<file path="src/rtl/serdes_pkg.sv">
// Shared definitions for the serializer family: FSM state encoding,
// default word width and the even-parity helper.
package serdes_pkg;

  typedef enum logic [1:0] {
    IDLE   = 2'd0,
    SHIFT  = 2'd1,
    PARITY = 2'd2
  } state_e;

  localparam int DEFAULT_WIDTH = 4;

  // Even parity over a zero-extended word; zero padding does not change the XOR.
  function automatic logic even_parity(input logic [31:0] word);
    return ^word;
  endfunction

endpackage

</file>
<file path="src/rtl/piso_serializer.sv">
// MSB-first parallel-in/serial-out serializer with a valid/ready word intake.
// Define PISO_SERIALIZER_PARITY_EN to append an even-parity bit to each frame.
module piso_serializer
  import serdes_pkg::*;
#(
  parameter int WIDTH = DEFAULT_WIDTH
) (
  input  logic             clk,
  input  logic             reset_n,
  input  logic             s_valid,
  output logic             s_ready,
  input  logic [WIDTH-1:0] s_data,
  output logic             sdo,
  output logic             sdo_valid,
  output logic             busy,
  output logic             done
);

  localparam int CNT_W = (WIDTH > 1) ? $clog2(WIDTH) : 1;
  localparam logic [CNT_W-1:0] LAST_CNT = CNT_W'(WIDTH - 1);

  state_e           state_r, state_s;
  logic [CNT_W-1:0] cnt_r, cnt_s;
  logic [WIDTH-1:0] shreg_r, shreg_s;
  logic             sdo_r, sdo_s;
  logic             valid_r, valid_s;
  logic             done_r, done_s;
  logic             ready_r, ready_s;
  logic             accept_s;
`ifdef PISO_SERIALIZER_PARITY_EN
  logic             par_r, par_s;
`endif

  // Next state, and the output values that state will present one cycle later.
  always_comb begin
    accept_s = s_valid & ready_r;
    state_s  = state_r;
    cnt_s    = cnt_r;
    shreg_s  = shreg_r;
`ifdef PISO_SERIALIZER_PARITY_EN
    par_s    = par_r;
`endif
    if (accept_s) begin
      state_s = SHIFT;
      cnt_s   = {CNT_W{1'b0}};
      shreg_s = s_data;
`ifdef PISO_SERIALIZER_PARITY_EN
      par_s   = even_parity(32'(s_data));
`endif
    end else begin
      case (state_r)
        IDLE: begin
          state_s = IDLE;
        end
        SHIFT: begin
          if (cnt_r == LAST_CNT) begin
`ifdef PISO_SERIALIZER_PARITY_EN
            state_s = PARITY;
`else
            state_s = IDLE;
`endif
            cnt_s   = {CNT_W{1'b0}};
          end else begin
            cnt_s   = cnt_r + {{(CNT_W-1){1'b0}}, 1'b1};
            shreg_s = {shreg_r[WIDTH-2:0], 1'b0};
          end
        end
        default: begin
          state_s = IDLE;
          cnt_s   = {CNT_W{1'b0}};
        end
      endcase
    end

    case (state_s)
      SHIFT:   sdo_s = shreg_s[WIDTH-1];
`ifdef PISO_SERIALIZER_PARITY_EN
      PARITY:  sdo_s = par_s;
`endif
      default: sdo_s = 1'b0;
    endcase

    valid_s = (state_s != IDLE);
`ifdef PISO_SERIALIZER_PARITY_EN
    done_s  = (state_s == PARITY);
`else
    done_s  = (state_s == SHIFT) && (cnt_s == LAST_CNT);
`endif
    ready_s = (state_s == IDLE) || done_s;
  end

  // State and output registers; reset drops any frame in flight.
  always_ff @(posedge clk) begin
    if (!reset_n) begin
      state_r <= IDLE;
      cnt_r   <= {CNT_W{1'b0}};
      shreg_r <= {WIDTH{1'b0}};
      sdo_r   <= 1'b0;
      valid_r <= 1'b0;
      done_r  <= 1'b0;
      ready_r <= 1'b1;
`ifdef PISO_SERIALIZER_PARITY_EN
      par_r   <= 1'b0;
`endif
    end else begin
      state_r <= state_s;
      cnt_r   <= cnt_s;
      shreg_r <= shreg_s;
      sdo_r   <= sdo_s;
      valid_r <= valid_s;
      done_r  <= done_s;
      ready_r <= ready_s;
`ifdef PISO_SERIALIZER_PARITY_EN
      par_r   <= par_s;
`endif
    end
  end

  assign s_ready   = ready_r;
  assign sdo       = sdo_r;
  assign sdo_valid = valid_r;
  assign busy      = valid_r;
  assign done      = done_r;

endmodule

</file>
<file path="config.mk">
export PLATFORM = sky130hd
export DESIGN_NAME = piso_serializer
export DESIGN_NICKNAME = d
export VERILOG_FILES = /design/src/rtl/serdes_pkg.sv /design/src/rtl/piso_serializer.sv
export SDC_FILE = /design/constraint.sdc
export NUM_CORES = 1
export LEC_CHECK = 0
export ABC_AREA = 1
export BUFFER_PORTS_ARGS = -buffer_cell sky130_fd_sc_hd__buf_2
export CORE_AREA = 2 2 39 41
export CTS_BUF_LIST = sky130_fd_sc_hd__clkbuf_4 sky130_fd_sc_hd__clkbuf_8
export CTS_CLUSTER_SIZE = 8
export DETAILED_ROUTE_END_ITERATION = 10
export DIE_AREA = 0 0 41 43
export PLACE_DENSITY_LB_ADDON = 0.15
export SLEW_MARGIN = 30
export SYNTH_ARGS = -nofsm -noshare
export SYNTH_HDL_FRONTEND = slang
export SYNTH_SLANG_ARGS = --single-unit
</file>
<file path="constraint.sdc">
create_clock -name clk -period 1.4 [get_ports clk]
set_input_delay 0.07 -clock clk [delete_from_list [all_inputs] [get_ports clk]]
set_output_delay 0.07 -clock clk [all_outputs]
set_load 0.01 [all_outputs]
</file>
==> results.yml, run 1 <==
floorplanning:
  die-area_um2: 1760
  start_util_pct: 37.4
  design.core.area_um2: 1380
  io_pins: 12
  die_width_um: 41
  die_y_um: 43
  num_rows: 14
setup_path:
  cp_max_fo: 4
  cp.depth: 6
  path_cells: "ha_1 -> inv_1 -> nand3_1 -> nand2_1 -> nand3_1 -> nor2_1"
  end_kind: "flop"
  cp_num_buf_inv: 1
  crit_path_top_delay_cell: "dfxtp_1"
  startpoint_type: "flop"
  critPathTopFamily: "simple AND/OR/NAND/NOR gates"
  crit_type: "reg -> reg"
  reg2reg_depth: 6
  required_ns: 1.61
  crit_top_cell: "nand3_1"
  arrival_ns: 1.37
  max_stage_delay_ns: 0.31
power_and_ir_drop:
  seqPwrFrac_pct: 55.3
  clockPowerShare_pct: 31.3
  leakagePower_uw: 0.000311
  sw_frac_of_total_pct: 26.0
  p_comb_share_pct: 13.4
  internal-power_uw: 494
  ir_worst_vdd_uv: 718
  power_density_nw_per_um2: 1100
  power.net_switching_uw: 174
global_route:
  grt.overflow.total: 0
  grt_use_total_pct: 13.6
  grt_pass1_vias: 399
  grt_pass1_wl_um: 1550
  antenna_found_initial: 0
  grt_start_max_net_pins: 8
yosys:
  synth_cell_type_count: 16
  syn_nets: 76
  synth.area.top_cells: "dfxtp_1 (46%), nand2_1 (12%), nand3_1 (7.7%)"
  ys_ff_latch: 12
  synth_area_per_cell_um2: 7.62
  synth_area_um2: 518
  ys.flop_type: "dfxtp_1"
  synth_top_area_share_pct: 46.4
  async_flop_share_pct: 0
  yosysSeqAreaShare_pct: 46.4
  synth_edf_count: 0
  yosysMostFrequentCell: "nand2_1"
  synth_cells: 68
  synth_top_area_cell: "dfxtp_1"
  yosys_warnings: 0
  synthTopCellsByCount: "nand2_1 (16), dfxtp_1 (12), nor2_1 (10)"
sta:
  finalCritPeriodShare_pct: 83.1
  setup_viol: 0
  finalClockSkew_ns: 0.000384
  fmax_mhz: 860
  hold_viol: 0
  period_needed_ns: 1.16
  rsz0062_at_grt: "no"
  slew_violations: 0
  fin_setup_tns_ns: 0
final_layout:
  layout-drive-gt1-share_pct: 28.4
  area_delta_synth_final_pct: 17.4
  diodes: 0
  post_layout_nonfiller_instances: 97
  nets: 91
  nFillCells: 151
worst_hold_path:
  whs_path_depth: 3
  hold_path.class: "in -> reg"
clock_network:
  post_cts_buffers: 0
  cts_max_level: 1
  clkSinkCount: 12
  cts_buffers: 3
  cts_hold_buf: 0
  path_clk_slew_ns: 0.07
  cts_resized: 0
  clock_latency_ns: 0.27
  clockRootBuffer: "clkbuf_4"
  cts_tree: "yes"
  clock_path_buffers: 2
routing:
  vias: 435
  drtIter0Drc: 7
  viasPerCell: 4.48
  antenna_left: 0
  post-route-drc-count: 0
  drt_wl_total_um: 886
  drt_pre_antenna_iters: 2
  routedWlPerCell_um: 9.13
placed_design:
  port_buffers: 11
  routabilityCongestion: 0.804
  hpwl_um: 723
  placed_cells: 94
run_status:
  status: "complete, no violations"
flow_run:
  cap_violations: 0
==> cell usage in the layout (no fill, tap or decap) <==
master,Yosys,routed
nand4_1,1,1
nor2_2,1,1
ha_1,1,1
dfxtp_1,12,12
nand3_1,8,8
nand2_1,16,16
buf_2,0,11
nor2_4,2,2
clkbuf_4,0,3
or2_2,1,1
a21oi_1,1,1
inv_1,8,8
nor2_8,1,1
nand2_2,2,2
inv_2,2,2
conb_1,1,1
nor2_1,10,10
==> logic make-up (layout without fill, tap and decap cells) <==
kind of cell	after synthesis	after routing	synth area share, %
buf+inv	11	24	8.70
other cells	1	1	0.724
compound gates	1	1	0.965
fa+ha+maj	1	1	2.42
flops	12	12	46.4
simple gates	42	42	40.8
==> layout make-up <==
cell class / instances / area (um^2) / share of cell area (%)
inverters: 10 / 37.5 / 6.17
clock buffers: 3 / 22.5 / 3.70
well taps: 16 / 20.0 / 3.29
repair buffers: 11 / 55.1 / 9.05
multi-input cells: 45 / 233 / 38.3
flip-flops and latches: 12 / 240 / 39.5
==> flip-flops by register name, summed over array words and instances, names as in the netlist <==
signal   count
busy         1
state_r      2
sdo          1
cnt_r        2
shreg_r      4
s_ready      1
done         1
==> through the flow <==
stage | total power (uW) | cell area (um^2) | hold WS (ns) | util (%) | setup WS [ns]
global route | 704 | 608 | 0.0151 | 43.9 | 0.131
detailed placement | 469 | 586 | 0.297 | 42.3 | 0.240
CTS | 675 | 608 | 0.0170 | 43.9 | 0.230
global placement | 469 | 586 | 0.290 | 42.3 | 0.282
floorplan | 444 | 518 | 0.168 | - | 0.319
finish | 668 | 608 | 0.0163 | 43.9 | 0.237
==> path summary, 6_finish.rpt <==
| path | startpoint | end | slack (ns) |
|---|---|---|---|
| hold reg to reg | shreg_r[0] | shreg_r[0] | 0.46 |
| hold / removal | reset_n | shreg_r[1] | 0.02 |
| setup / recovery | cnt_r[0] | done | 0.24 |
| setup reg to reg | cnt_r[0] | done | 0.24 |
==> worst reg2reg max path: stages, from the launching register on <==
cell and delay, ns:
dfxtp_1 0.31, ha_1 0.23, inv_1 0.08, nand3_1 0.13, nand2_1 0.12, nand3_1 0.10, nor2_1 0.12
==> metal layers <==
layer	vias up	global-route usage, %	wire, um
li1	234	-	-
met5	-	0	0
met4	0	10.0	31
met1	193	17.6	422
met2	4	17.8	411
met3	4	4.71	20
==> power groups by stage <==
stage | Clock [uW] | Combinational [uW] | Sequential, uW
final | 209 | 89.7 | 370
after detailed placement | 0 | 91.4 | 378
after CTS | 213 | 91.6 | 370
after global placement | 0 | 91.3 | 378
after floorplan | 0 | 64.6 | 379
after global routing | 229 | 103 | 372
(Power assumes the default switching activity.)
==> run 2, diff against run 1 <==
==> constraint.sdc (replaced) <==
create_clock -name clk -period 1.1 [get_ports clk]
set_input_delay 0.055 -clock clk [delete_from_list [all_inputs] [get_ports clk]]
set_output_delay 0.055 -clock clk [all_outputs]
set_load 0.01 [all_outputs]
==> run 2 against run 1 <==
The run now ends with hold timing left. Routed wire length up 7.6%. Count of clock-buffer cells in the layout is the same. Flip-flop and latch count did not move. Clock power increased by 28%. Register-to-register slack got worse by 0.18 ns. Non-clock buffer count did not move. Combinational power increased by 37%. Global-route usage increased by 0.17 points. Critical path type unchanged.
==> results.yml, run 2 (synthesis results as in run 1) <==
final_layout:
  largest_reg_flops: 4
  area_delta_synth_final_pct: 25.4
  nFillCells: 149
  layout-drive-gt1-share_pct: 39.5
  final_common_cell: "nand2_1"
  regMostFlops: "shreg_r"
  final_cell_mix: "nand2_1 (15), buf_2 (11), nor2_1 (10), dfxtp_1 (9)"
  regArea_um2: 244
  reg.largest.list: "shreg_r: 4 flops, cnt_r: 2 flops, state_r: 2 flops"
  multi_input_area_um2: 265
  utilization_pct: 46.9
  post_layout_nonfiller_instances: 97
  diodes: 0
  nets: 91
sta:
  finalClockSkew_ns: 0.00533
  slew_violations: 0
  period_needed_ns: 1.05
  whs_ns: -0.00224
  setup_viol: 0
  finalCritPeriodShare_pct: 95.3
  fmax_mhz: 954
  hold_viol: 2
run_status:
  violations: "hold timing"
  status: "finished with violations"
global_route:
  top_usage_layer: "met1"
  grt.met1_usage_pct: 18.8
  grt_start_max_net_pins: 8
  grtUsageMet3_pct: 4.71
  grt.overflow.total: 0
  grt_pass1_wl_um: 1620
  met2_usage_pct: 18.1
  grt_use_total_pct: 13.8
  antenna_found_initial: 0
  grt_pass1_vias: 406
clock_network:
  clockRootBuffer: "clkbuf_4"
  post_cts_buffers: 0
  clkSinkCount: 12
  path_clk_slew_ns: 0.07
  cts_tree: "yes"
  cts_max_level: 1
  clock_latency_ns: 0.27
  clock_path_buffers: 2
  cts_buffers: 3
routing:
  drt_pre_antenna_iters: 2
  post-route-drc-count: 0
  drtIter0Drc: 4
  drt_wl_total_um: 953
  routedWlPerCell_um: 9.82
  viasPerCell: 4.54
  antenna_left: 0
  vias: 440
setup_path:
  end_kind: "flop"
  startpoint_type: "flop"
  arrival_ns: 1.26
  crit_type: "reg -> reg"
  r2r_start: "cnt_r[1]"
  required_ns: 1.31
  reg2reg_depth: 6
  r2r_end: "done"
  r2r_slack_ns: 0.05
  cp_max_fo: 4
power_and_ir_drop:
  leakagePower_uw: 0.000315
  power_density_nw_per_um2: 1330
  ir_worst_vdd_uv: 673
floorplanning:
  io_pins: 12
  start_util_pct: 37.4
  die_y_um: 43
  die_width_um: 41
  design.core.area_um2: 1380
  die-area_um2: 1760
  num_rows: 14
worst_hold_path:
  hold_path.class: "in -> reg"
  min-delay-start: "reset_n"
  whs_path_depth: 3
  whs_endpoint: "shreg_r[2]"
flow_run:
  cap_violations: 0
placed_design:
  placed_cells: 94
  port_buffers: 11
  hpwl_um: 711
  routabilityCongestion: 0.804
[run 2: cell counts in the layout (fill, tap and decap cells not counted)]
Identical to the previous run, type by type.
[run 2: worst max path at each step]
stage                     startpoint    endpoint  slack [ns]  cells after the start
after floorplan             cnt_r[0]  shreg_r[3]        0.02                      7
after CTS                   cnt_r[0]        done      -0.003                      6
after detailed placement    cnt_r[0]  shreg_r[3]       -0.05                      7
final                       cnt_r[1]        done        0.05                      6
after global routing        cnt_r[1]  shreg_r[3]      -0.004                      7
after global placement      cnt_r[0]  shreg_r[3]       -0.02                      7
[run 2: critical path: stages (launching register included)]
cell,delay (ns)
dfxtp_2,0.34
ha_4,0.18
inv_4,0.06
nand3_4,0.08
nand2_1,0.10
nand3_1,0.11
nor2_1,0.11
[run 2: final cells by class]
| cell class | count | area share, % |
|---|---|---|
| inverters | 10 | 6.55 |
| well taps | 16 | 3.08 |
| clock buffers | 3 | 3.47 |
| flip-flops and latches | 12 | 37.6 |
| multi-input cells | 45 | 40.8 |
| repair buffers | 11 | 8.48 |
[run 2: power by group]
| group | switching [uW] | internal [uW] |
|---|---|---|
| logic | 73.7 | 48.9 |
| registers | 15.8 | 459 |
| clock network | 142 | 127 |
| total | 231 | 634 |
[run 2: what timing repair did]
action	CTS	global route
pin swaps	1	3
cloned	0	0
resized for setup	2	11
setup endpoints to repair	6	7
endpoints found under the hold margin	0	0
hold buffers	0	0
[run 2: stage by stage]
stage | setup TNS, ns | setup WS (ns) | cell area (um^2) | power, uW
after global routing | -0.00578 | -0.00401 | 649 | 914
final | 0 | 0.0519 | 649 | 866
after global placement | -0.0327 | -0.0175 | 586 | 597
after CTS | -0.00322 | -0.00322 | 616 | 864
after floorplan | 0 | 0.0190 | 518 | 565
after detailed placement | -0.188 | -0.0548 | 586 | 597
[run 2: layer usage]
metal,up-vias,wire (um)
met3,2,25
met5,-,0
met2,4,463
met1,203,448
li1,231,-
met4,0,15
==> run 3, diff against run 2 <==
--- a/config.mk
+++ b/config.mk
@@ -6,12 +6,12 @@
 export NUM_CORES = 1
 export LEC_CHECK = 0
 export ABC_AREA = 1
-export BUFFER_PORTS_ARGS = -buffer_cell sky130_fd_sc_hd__buf_2
-export CORE_AREA = 2 2 39 41
+export CORE_AREA = 5 5 42 44
 export CTS_BUF_LIST = sky130_fd_sc_hd__clkbuf_4 sky130_fd_sc_hd__clkbuf_8
 export CTS_CLUSTER_SIZE = 8
 export DETAILED_ROUTE_END_ITERATION = 10
-export DIE_AREA = 0 0 41 43
+export DIE_AREA = 0 0 47 49
+export DONT_BUFFER_PORTS = 1
 export PLACE_DENSITY_LB_ADDON = 0.15
 export SLEW_MARGIN = 30
 export SYNTH_ARGS = -nofsm -noshare
==> run 3 against run 2 <==
The run still ends with hold timing left. Power up 9.6%. Via count down 7.0%. Non-clock buffer count down 6. Largest power group unchanged.
==> results.yml, run 3 (synthesis results as in run 1) <==
floorplanning:
  die_y_um: 49
  num_rows: 14
  design.core.area_um2: 1400
  die-area_um2: 2300
  die_width_um: 47
  start_util_pct: 37.0
  io_pins: 12
clock_network:
  cts_buffers: 3
  cts_max_level: 1
  path_clk_slew_ns: 0.08
  cts_tree: "yes"
  clock_path_buffers: 2
  clkSinkCount: 12
  clockRootBuffer: "clkbuf_4"
  clock_latency_ns: 0.28
routing:
  routedWlPerCell_um: 9.85
  drtIter0Drc: 10
  vias: 409
  drt_pre_antenna_iters: 5
  viasPerCell: 4.45
  post-route-drc-count: 0
  antenna_left: 0
  drt_wl_total_um: 906
setup_path:
  startpoint_type: "flop"
  arrival_ns: 1.18
  r2r_slack_ns: 0.08
  r2r_start: "cnt_r[1]"
  reg2reg_depth: 7
  crit_type: "reg -> reg"
  cp_max_fo: 4
  required_ns: 1.27
  r2r_end: "shreg_r[3]"
  end_kind: "flop"
sta:
  setup_slack_ns: 0.0849
  finalClockSkew_ns: 0.00596
  whs_ns: -0.00901
  fin_setup_tns_ns: 0
  period_needed_ns: 1.02
  rsz0062_at_grt: "no"
  slew_violations: 0
  hold_viol: 1
  fmax_mhz: 985
  setup_viol: 0
  finalCritPeriodShare_pct: 92.3
final_layout:
  regMostFlops: "shreg_r"
  nets: 85
  final_common_cell: "nand2_1"
  post_layout_nonfiller_instances: 92
  layout-drive-gt1-share_pct: 31.6
  final_cell_mix: "nand2_1 (13), nor2_1 (10), dfxtp_1 (9), nand3_1 (7), inv_1 (6)"
  area_delta_synth_final_pct: 26.1
  reg.largest.list: "shreg_r: 4 flops, cnt_r: 2 flops, state_r: 2 flops"
  largest_reg_flops: 4
  diodes: 0
power_and_ir_drop:
  finalPower_uw: 949
  ir_worst_vdd_uv: 916
  power_density_nw_per_um2: 1450
  leakagePower_uw: 0.000292
run_status:
  status: "finished with violations"
  violations: "hold timing"
flow_run:
  cap_violations: 0
global_route:
  grt_pass1_wl_um: 1560
  grt_start_max_net_pins: 8
  top_usage_layer: "met2"
  grtUsageMet3_pct: 6.64
  grt_use_total_pct: 9.46
  grt_pass1_vias: 402
  grt.overflow.total: 0
  antenna_found_initial: 0
  met2_usage_pct: 14.0
  grt.met1_usage_pct: 10.6
placed_design:
  dp_slack_ns: -0.0732
  placed_cells: 84
  routabilityCongestion: 0.698
  hpwl_um: 684
  port_buffers: 0
worst_hold_path:
  min-delay-start: "s_valid"
  hold_path.class: "in -> reg"
  whs_endpoint: "cnt_r[1]"
  whs_path_depth: 3
## run 3: how the worst max path moves through the flow
stage	from	end	slack, ns	depth (start not counted)
final	cnt_r[1]	shreg_r[3]	0.08	7
after global routing	cnt_r[0]	shreg_r[3]	0.01	7
after CTS	cnt_r[0]	shreg_r[3]	0.01	7
after detailed placement	cnt_r[0]	shreg_r[3]	-0.07	7
after global placement	cnt_r[0]	shreg_r[3]	-0.03	7
after floorplan	cnt_r[0]	shreg_r[3]	0.02	7
## run 3: stage by stage
| stage | utilization [%] | cell area [um^2] |
|---|---|---|
| after CTS | 44.4 | 622 |
| after floorplan | - | 518 |
| after detailed placement | 38.4 | 538 |
| after global routing | 46.6 | 653 |
| final | 46.6 | 653 |
| after global placement | 38.4 | 538 |
## run 3: area by class of cell
type,count,area (um^2)
multi-input cells,45,265
repair buffers,5,47.5
inverters,10,40.0
flip-flops and latches,12,244
clock buffers,4,36.3
fillers,142,748
well taps,16,20.0
## run 3: worst max-delay path, stage by stage (launching register included)
cell	delay, ns
dfxtp_2	0.34
ha_4	0.17
inv_4	0.06
nand3_4	0.09
nand2_2	0.06
nand3_1	0.07
nand2_2	0.08
nor2_1	0.04
## run 3: metal layers
metal  wire length (um)  share of wire, %
met1                379                42
met2                458                51
met3                 67               7.4
met4                  0                 0
met5                  0                 0
## run 3: power by group
part / leakage (uW) / switching, uW / internal [uW] / total (uW)
registers: 0.000100 / 20.8 / 459 / 480
logic: 0.000171 / 65.1 / 47.5 / 113
clock network: 0.0000210 / 155 / 201 / 357
total: 0.000292 / 241 / 708 / 949
## run 3: repair_timing
action                                  CTS  global route
gates resized for setup                   3            10
gates cloned                              0             0
setup buffers                             0             0
endpoints found under the setup margin    6             7
hold endpoints to repair                  3             0
pin swaps                                 1             2
hold buffers                              4             0
